[config.mk]
export PLATFORM = sky130hd
export DESIGN_NAME = tiny_fir_tap_loader_flat
export DESIGN_NICKNAME = d
export VERILOG_FILES = /design/src/rtl/tiny_fir_pkg.sv /design/src/rtl/tiny_fir_tap_loader_if.sv /design/src/rtl/tiny_fir_bram.sv /design/src/rtl/tiny_fir_tap_loader.sv /design/src/flat_wrapper.sv
export SDC_FILE = /design/constraint.sdc
export NUM_CORES = 1
export LEC_CHECK = 0
export CORE_ASPECT_RATIO = 1.2
export CORE_UTILIZATION = 40
export DETAILED_ROUTE_END_ITERATION = 16
export SYNTH_ARGS = -nofsm -noshare
export SYNTH_HDL_FRONTEND = slang
export SYNTH_SLANG_ARGS = --single-unit
[constraint.sdc]
create_clock -name clk -period 1.6 [get_ports clk]
set_input_delay 0.32 -clock clk [delete_from_list [all_inputs] [get_ports clk]]
set_output_delay 0.32 -clock clk [all_outputs]
set_load 0.1 [all_outputs]
[src/rtl/tiny_fir_pkg.sv]
// Shared types for the FIR tap loader.
// State encoding and skid buffer depth.
package tiny_fir_pkg;

  typedef enum logic [1:0] {
    SM_IDLE      = 2'd0,
    SM_STREAM    = 2'd1,
    SM_WAIT_DONE = 2'd2,
    SM_DONE      = 2'd3
  } state_t;

  localparam int SKID_DEPTH = 2;

endpackage

[src/rtl/tiny_fir_tap_loader_if.sv]
// Config-write and tap-stream bundle.
// master = loader side, slave = host/FIR side.
interface tiny_fir_tap_loader_if #(
  parameter int G_NUM_TAPS  = 16,
  parameter int G_TAP_WIDTH = 16
);
  localparam int AW = $clog2(G_NUM_TAPS);

  logic [AW-1:0]          cfg_wr_addr;
  logic [G_TAP_WIDTH-1:0] cfg_wr_data;
  logic                   cfg_wr_valid;
  logic                   cfg_wr_ready;
  logic [G_TAP_WIDTH-1:0] tap_dout;
  logic                   tap_dout_valid;
  logic                   tap_dout_ready;
  logic                   tap_dout_last;
  logic                   tap_dout_done;

  modport master (
    input  cfg_wr_addr, cfg_wr_data, cfg_wr_valid,
    input  tap_dout_ready, tap_dout_done,
    output cfg_wr_ready, tap_dout, tap_dout_valid,
    output tap_dout_last
  );

  modport slave (
    output cfg_wr_addr, cfg_wr_data, cfg_wr_valid,
    output tap_dout_ready, tap_dout_done,
    input  cfg_wr_ready, tap_dout, tap_dout_valid,
    input  tap_dout_last
  );
endinterface

[src/rtl/tiny_fir_bram.sv]
// Simple dual-port coefficient RAM.
// Registered read (1-cycle latency), contents never reset.
module tiny_fir_bram #(
  parameter int G_ADDR_WIDTH = 4,
  parameter int G_DATA_WIDTH = 16
) (
  input  logic                    clk,
  input  logic                    we,
  input  logic [G_ADDR_WIDTH-1:0] waddr,
  input  logic [G_DATA_WIDTH-1:0] wdata,
  input  logic                    re,
  input  logic [G_ADDR_WIDTH-1:0] raddr,
  output logic [G_DATA_WIDTH-1:0] rdata
);

  logic [G_DATA_WIDTH-1:0] mem_q [2**G_ADDR_WIDTH];

  always_ff @(posedge clk) begin
    if (we) mem_q[waddr] <= wdata;
    if (re) rdata <= mem_q[raddr];
  end

endmodule

[src/rtl/tiny_fir_tap_loader.sv]
// Streams stored FIR coefficients in index order.
// Read-ahead into a 2-entry skid buffer for full rate.
module tiny_fir_tap_loader
  import tiny_fir_pkg::*;
#(
  parameter int G_NUM_TAPS  = 16,
  parameter int G_TAP_WIDTH = 16
) (
  input  logic clk,
  input  logic reset,
  input  logic enable,
  input  logic start,
  output logic busy,
  output logic done,
  tiny_fir_tap_loader_if.master bus
);

  localparam int AW = $clog2(G_NUM_TAPS);
  localparam logic [AW-1:0] LAST = AW'(G_NUM_TAPS - 1);

  logic [1:0] rst_sync_q;
  logic       rst_n;

  state_t state_q, state_d;
  logic [AW-1:0] rd_addr_q, rd_addr_d;
  logic          rd_fin_q, rd_fin_d;
  logic          rd_pend_q, rd_pend_d;
  logic [AW-1:0] beat_q, beat_d;
  logic [1:0]    cnt_q, cnt_d;
  logic [G_TAP_WIDTH-1:0] head_q, head_d;
  logic [G_TAP_WIDTH-1:0] tail_q, tail_d;

  logic [G_TAP_WIDTH-1:0] rdata;
  logic       in_stream, pop, push, rd_en, wr_en;
  logic [2:0] occ;

  // Async assert, synchronous release.
  always_ff @(posedge clk or negedge reset) begin
    if (!reset) rst_sync_q <= '0;
    else        rst_sync_q <= {rst_sync_q[0], 1'b1};
  end
  assign rst_n = rst_sync_q[1];

  tiny_fir_bram #(
    .G_ADDR_WIDTH(AW),
    .G_DATA_WIDTH(G_TAP_WIDTH)
  ) u_bram (
    .clk  (clk),
    .we   (wr_en),
    .waddr(bus.cfg_wr_addr),
    .wdata(bus.cfg_wr_data),
    .re   (rd_en),
    .raddr(rd_addr_q),
    .rdata(rdata)
  );

  assign bus.cfg_wr_ready   = (state_q == SM_IDLE);
  assign bus.tap_dout_valid = (cnt_q != 2'd0);
  assign bus.tap_dout       = head_q;
  assign bus.tap_dout_last  = bus.tap_dout_valid
                            && (beat_q == LAST);
  assign busy  = (state_q != SM_IDLE);
  assign done  = (state_q == SM_DONE);
  assign wr_en = bus.cfg_wr_valid && bus.cfg_wr_ready;

  always_comb begin
    state_d = state_q;
    unique case (state_q)
      SM_IDLE:      if (start) state_d = SM_STREAM;
      SM_STREAM:    if (pop && beat_q == LAST)
                      state_d = SM_WAIT_DONE;
      SM_WAIT_DONE: if (bus.tap_dout_done)
                      state_d = SM_DONE;
      SM_DONE:      state_d = SM_IDLE;
      default:      state_d = SM_IDLE;
    endcase
    if (!enable) state_d = SM_IDLE;
  end

  // Issue a read only if the skid buffer can absorb it.
  always_comb begin
    in_stream = (state_q == SM_STREAM) && enable;
    pop  = bus.tap_dout_valid && bus.tap_dout_ready;
    push = rd_pend_q;
    occ  = {1'b0, cnt_q} + {2'b0, rd_pend_q}
         - {2'b0, pop};
    rd_en = in_stream && !rd_fin_q
          && (occ < 3'(SKID_DEPTH));

    rd_addr_d = rd_addr_q;
    rd_fin_d  = rd_fin_q;
    rd_pend_d = rd_en;
    beat_d    = beat_q;
    cnt_d     = cnt_q;
    head_d    = head_q;
    tail_d    = tail_q;

    if (rd_en) begin
      if (rd_addr_q == LAST) rd_fin_d = 1'b1;
      else rd_addr_d = rd_addr_q + AW'(1);
    end
    if (pop) beat_d = beat_q + AW'(1);

    unique case (cnt_q)
      2'd0: if (push) begin
        head_d = rdata;
        cnt_d  = 2'd1;
      end
      2'd1: begin
        if (pop && push) head_d = rdata;
        else if (pop) cnt_d = 2'd0;
        else if (push) begin
          tail_d = rdata;
          cnt_d  = 2'd2;
        end
      end
      2'd2: if (pop) begin
        head_d = tail_q;
        if (push) tail_d = rdata;
        else cnt_d = 2'd1;
      end
      default: cnt_d = 2'd0;
    endcase

    if (!in_stream) begin
      rd_addr_d = '0;
      rd_fin_d  = 1'b0;
      rd_pend_d = 1'b0;
      beat_d    = '0;
      cnt_d     = 2'd0;
    end
  end

  always_ff @(posedge clk or negedge rst_n) begin
    if (!rst_n) begin
      state_q   <= SM_IDLE;
      rd_addr_q <= '0;
      rd_fin_q  <= 1'b0;
      rd_pend_q <= 1'b0;
      beat_q    <= '0;
      cnt_q     <= 2'd0;
      head_q    <= '0;
      tail_q    <= '0;
    end else begin
      state_q   <= state_d;
      rd_addr_q <= rd_addr_d;
      rd_fin_q  <= rd_fin_d;
      rd_pend_q <= rd_pend_d;
      beat_q    <= beat_d;
      cnt_q     <= cnt_d;
      head_q    <= head_d;
      tail_q    <= tail_d;
    end
  end

endmodule

[src/flat_wrapper.sv]
// flat-port wrapper written by rule: the top's interface ports become plain ports
module tiny_fir_tap_loader_flat import tiny_fir_pkg::*;
#(
  parameter int G_NUM_TAPS  = 16,
  parameter int G_TAP_WIDTH = 16
)
  (clk, reset, enable, start, busy, done, bus_cfg_wr_addr, bus_cfg_wr_data, bus_cfg_wr_valid, bus_tap_dout_ready, bus_tap_dout_done, bus_cfg_wr_ready, bus_tap_dout, bus_tap_dout_valid, bus_tap_dout_last);
  tiny_fir_tap_loader_if #(.G_NUM_TAPS(G_NUM_TAPS), .G_TAP_WIDTH(G_TAP_WIDTH)) bus_i ();
  input  logic clk;
  input  logic reset;
  input  logic enable;
  input  logic start;
  output logic busy;
  output logic done;
  input wire logic [$bits(bus_i.cfg_wr_addr)-1:0] bus_cfg_wr_addr;
  input wire logic [$bits(bus_i.cfg_wr_data)-1:0] bus_cfg_wr_data;
  input wire logic [$bits(bus_i.cfg_wr_valid)-1:0] bus_cfg_wr_valid;
  input wire logic [$bits(bus_i.tap_dout_ready)-1:0] bus_tap_dout_ready;
  input wire logic [$bits(bus_i.tap_dout_done)-1:0] bus_tap_dout_done;
  output wire logic [$bits(bus_i.cfg_wr_ready)-1:0] bus_cfg_wr_ready;
  output wire logic [$bits(bus_i.tap_dout)-1:0] bus_tap_dout;
  output wire logic [$bits(bus_i.tap_dout_valid)-1:0] bus_tap_dout_valid;
  output wire logic [$bits(bus_i.tap_dout_last)-1:0] bus_tap_dout_last;
  assign bus_i.cfg_wr_addr = bus_cfg_wr_addr;
  assign bus_i.cfg_wr_data = bus_cfg_wr_data;
  assign bus_i.cfg_wr_valid = bus_cfg_wr_valid;
  assign bus_i.tap_dout_ready = bus_tap_dout_ready;
  assign bus_i.tap_dout_done = bus_tap_dout_done;
  assign bus_cfg_wr_ready = bus_i.cfg_wr_ready;
  assign bus_tap_dout = bus_i.tap_dout;
  assign bus_tap_dout_valid = bus_i.tap_dout_valid;
  assign bus_tap_dout_last = bus_i.tap_dout_last;
  tiny_fir_tap_loader #(.G_NUM_TAPS(G_NUM_TAPS), .G_TAP_WIDTH(G_TAP_WIDTH)) u_core (.clk(clk), .reset(reset), .enable(enable), .start(start), .busy(busy), .done(done), .bus(bus_i));
endmodule
==> results.md <==
* Result of the run: finished, violations left
* Violations in the final reports: negative setup slack
* Design Area, Final at around 0.017 mm^2
* Clock tree from TritonCTS: done
* Number of nets in the final layout at 889
* Cell leakage power at roughly 5.7 nW
* Combined buffer and inverter count along the critical path at 2
* Area overhead of the layout relative to synthesis at 34.2%
* Most common cell in the synthesized netlist: sky130_fd_sc_hd__edfxtp_1
* Top post-synthesis cells by area: sky130_fd_sc_hd__edfxtp_1, sky130_fd_sc_hd__dfrtp_1, sky130_fd_sc_hd__mux2i_1
* Final Critical Period at ~2.2 ns
* Number of enable flip-flop cells after synthesis at 272
* Final worst-path setup slack at -0.610 ns
* Measured slew at the worst slew-check pin at 0.599 ns
* Via count of the first global-routing pass at roughly 7400
* Top Layer Used: met5
* Largest net degree at the start of global routing at 47
* Final Cycle Share at 1.38
* RSZ-0062 raised after global routing: yes
* Clock tree sinks at 320
* DP Area at 0.0148 mm^2
* Met3 layer wire length in the routed design at 1060 um
* IO buf count at 47
* Initial core utilization at 0.409
* Top cell types by occurrence after synthesis: sky130_fd_sc_hd__edfxtp_1, sky130_fd_sc_hd__mux2i_1, sky130_fd_sc_hd__dfrtp_1
* Clock tree root buffer cell: sky130_fd_sc_hd__clkbuf_16
* Vias post-DR at 6802
* Area leader, netlist: sky130_fd_sc_hd__edfxtp_1
* Cell at the slowest stage of the critical path: sky130_fd_sc_hd__dfrtp_2
* Peak supply drop at ~1.6 mV
* IO Count at 48
* Number of cell instances on the worst register-to-register path at 9
* Startpoint types: flip-flop
* Max-slew violations at 0
* Portion of synthesized cell area occupied by the leading cell type at 0.649
* Worst setup path class: reg -> reg
* Worst hold-check slack at ~0.25 ns
* Power share of the clock group at 0.311
* Wire length reported by the detailed router at approximately 29000 um
* Switching part of the total power at 0.287
* Number of iterations in the first detailed-routing pass at 4
* Count of endpoints failing setup in the final report at approximately 320
* CP cell instances: nor2b_4 > and2_4 > o21ai_4 > fa_2 > xnor2_2 > buf_4 > nand2_4 > nor3_4 > buf_12
* Post-placement worst setup slack at -0.858 ns
* Synth warn at 0
* Antenna diode count at 0
* Clock Latency Late Sink at between 0.5 and 0.6 ns
* Dpl cells at about 1200
* Cell area after technology mapping at roughly 0.013 mm^2
* Fraction of synthesis flops using an asynchronous set or reset pin at 0.150
* Count of nets left with antenna violations after detail routing at 0
* Length of routed wiring on met1 at 10900 um
* Wire length of the first global-routing pass at roughly 43000 um
* Antenna violations before repair at 1
* Routed vias/inst at between 5 and 6
* Register share of total power at 0.450
* Num rows at 70
* Post-detailed-route DRC marker count at 0
* Number of clock buffers inserted by TritonCTS at 31
* Overall power at approximately 22 mW
* Skew final at 0.00604 ns
* Final weighted congestion of routability-driven global placement at 0.801
* Yosys cell types at between 40 and 50
* Power per unit of standard cell area at around 1300 mW/mm^2
* H-tree levels at 1
* Total global routing track utilization at 0.179
* Number of design-rule violations left by the first detailed-router iteration at around 500
* Max Fanout on Critical Path at 16
* Slew Limit Headroom at 0.599
* Final Hold Fails at 0
* Number of cells produced by synthesis at approximately 700
* Critical path required time at around 1.9 ns
* Max Fclk at 452 MHz
* Half-perimeter wire length of the detailed placement result at 17000 um
* Seq/Total Area, Yosys at 0.745
* Average size of a mapped cell at 18.0 um^2
* Fraction of layout cells with a size suffix above 1 at 0.397
* Cell-internal power at 15.7 mW
* Overall die area at 0.0322 mm^2
* Total gr overflow at 0
* Post-detailed-route wirelength per cell at approximately 23 um
* Kind of capture point of the worst setup path: flip-flop
* Synth Net Count at 733
* Worst hold-check path type: reg -> async
* CTS max path bufs at 3
* Prevailing post-synth register cell: sky130_fd_sc_hd__edfxtp_1
* Largest delay contributor family on the critical path: simple AND/OR/NAND/NOR gates
* Crit path depth at 9
* Net switching power of the design at about 6.3 mW
* CP peak stage delay at 0.44 ns
* CTS clock-pin slew for the worst setup and hold paths at 0.06 ns
* Fraction of power consumed by combinational cells at 0.239
* Max-cap violation count at 0
* CORE AREA at slightly above 0.03 mm^2
* Horizontal extent of the die at 164 um
* Crit path arrival time at 2.47 ns
* Synth Register Bits at between 300 and 400
* Met2 routed WL at between 15000 and 20000 um
* Final cell count without fillers at between 1000 and 1500
* Vertical extent of the die at a little under 200 um
==> power groups by stage <==
stage	sequential (mW)	combinational, mW	clock (mW)
final	9.92	5.27	6.84
after global routing	9.97	5.50	7.31
after CTS	9.92	5.03	6.98
after detailed placement	10.1	4.54	0
after global placement	10.0	4.46	0
after floorplan	11.3	1.45	0
==> final timing paths <==
check / from / slack, ns / to
max reg2reg: u_core.cnt_q[0] / -0.61 / u_core.u_bram.rdata[5]
min in group clk: u_core.rst_sync_q[0] / 0.36 / u_core.rst_sync_q[1]
max in group asynchronous: reset / 1.00 / u_core.rst_sync_q[1]
min reg2reg: u_core.rst_sync_q[1] / 0.25 / u_core.bus.tap_dout[6]
min: u_core.rst_sync_q[1] / 0.25 / u_core.bus.tap_dout[6]
max: u_core.cnt_q[0] / -0.61 / u_core.u_bram.rdata[5]
==> metal layers <==
metal  track usage  vias to the layer above
li1              -                     3107
met1         0.205                     3495
met2         0.337                      146
met3        0.0266                       52
met4        0.0562                        2
met5             0                        -
==> state kept, by name, summed over array words and instances (netlist names) <==
signal,count
u_core.rd_addr_q,4
u_core.bus.tap_dout,16
u_core.u_bram.rdata,16
u_core.u_bram.mem_q,256
u_core.push,1
u_core.rd_fin_q,1
u_core.beat_q,4
u_core.tail_q,16
u_core.rst_sync_q,2
u_core.state_q,2
u_core.cnt_q,2
==> repair_timing <==
item                                    4_1_cts  5_1_grt
pin swaps                                    34       36
hold buffers                                  1        0
setup buffers                                20       14
gates resized for setup                      86       87
endpoints found under the setup margin      317      333
endpoints found under the hold margin         2        0
gates cloned                                  5        2
==> layout make-up <==
class | count | area, um^2
Multi-Input combinational cell | 335 | 3790
Fill cell | 2306 | 13900
Timing Repair Buffer | 159 | 2220
Inverter | 8 | 33.8
Tap cell | 396 | 495
Clock buffer | 35 | 791
Clock inverter | 22 | 168
Sequential cell | 320 | 9380
==> cells by family after synthesis <==
| logic type | after synthesis | share of synthesized area |
|---|---|---|
| flip-flops | 320 | 0.745 |
| multiplexers | 129 | 0.136 |
| AO/OA/AOI/OAI | 102 | 0.0564 |
| AND/OR/NAND/NOR | 91 | 0.0340 |
| buffers and inverters | 44 | 0.0175 |
| adder cells (fa/ha/maj) | 7 | 0.00756 |
| XOR/XNOR | 5 | 0.00348 |
| other | 1 | 0.000298 |
==> placed cells by master, fill, tap and decap left out, types with 5 or more instances in the layout <==
cell,count
sky130_fd_sc_hd__edfxtp_1,272
sky130_fd_sc_hd__mux2i_1,62
sky130_fd_sc_hd__buf_12,57
sky130_fd_sc_hd__dfrtp_1,45
sky130_fd_sc_hd__buf_4,37
sky130_fd_sc_hd__clkbuf_16,33
sky130_fd_sc_hd__mux4_2,32
sky130_fd_sc_hd__buf_6,28
sky130_fd_sc_hd__a221oi_2,27
sky130_fd_sc_hd__clkdlybuf4s50_1,26
sky130_fd_sc_hd__nor2_1,22
sky130_fd_sc_hd__a21oi_1,19
sky130_fd_sc_hd__nand2_1,16
sky130_fd_sc_hd__mux2_4,16
sky130_fd_sc_hd__o21ai_1,13
sky130_fd_sc_hd__nor2_4,13
sky130_fd_sc_hd__mux2i_2,12
sky130_fd_sc_hd__a22oi_2,12
sky130_fd_sc_hd__clkinv_1,8
sky130_fd_sc_hd__mux2i_4,7
sky130_fd_sc_hd__o21ai_0,7
sky130_fd_sc_hd__nand2_2,6
sky130_fd_sc_hd__clkinv_2,6
sky130_fd_sc_hd__clkinvlp_4,5
sky130_fd_sc_hd__nor3_4,5
==> stage by stage <==
| step | utilization | TNS, ns |
|---|---|---|
| 4_1_cts | 0.534 | -67.41 |
| 6_report | 0.549 | -76.46 |
| 3_3_place_gp | 0.481 | -102.72 |
| 5_1_grt | 0.549 | -94.17 |
| 2_1_floorplan | - | -125.47 |
| 3_5_place_dp | 0.481 | -112.16 |
(Power assumes the default switching activity.)
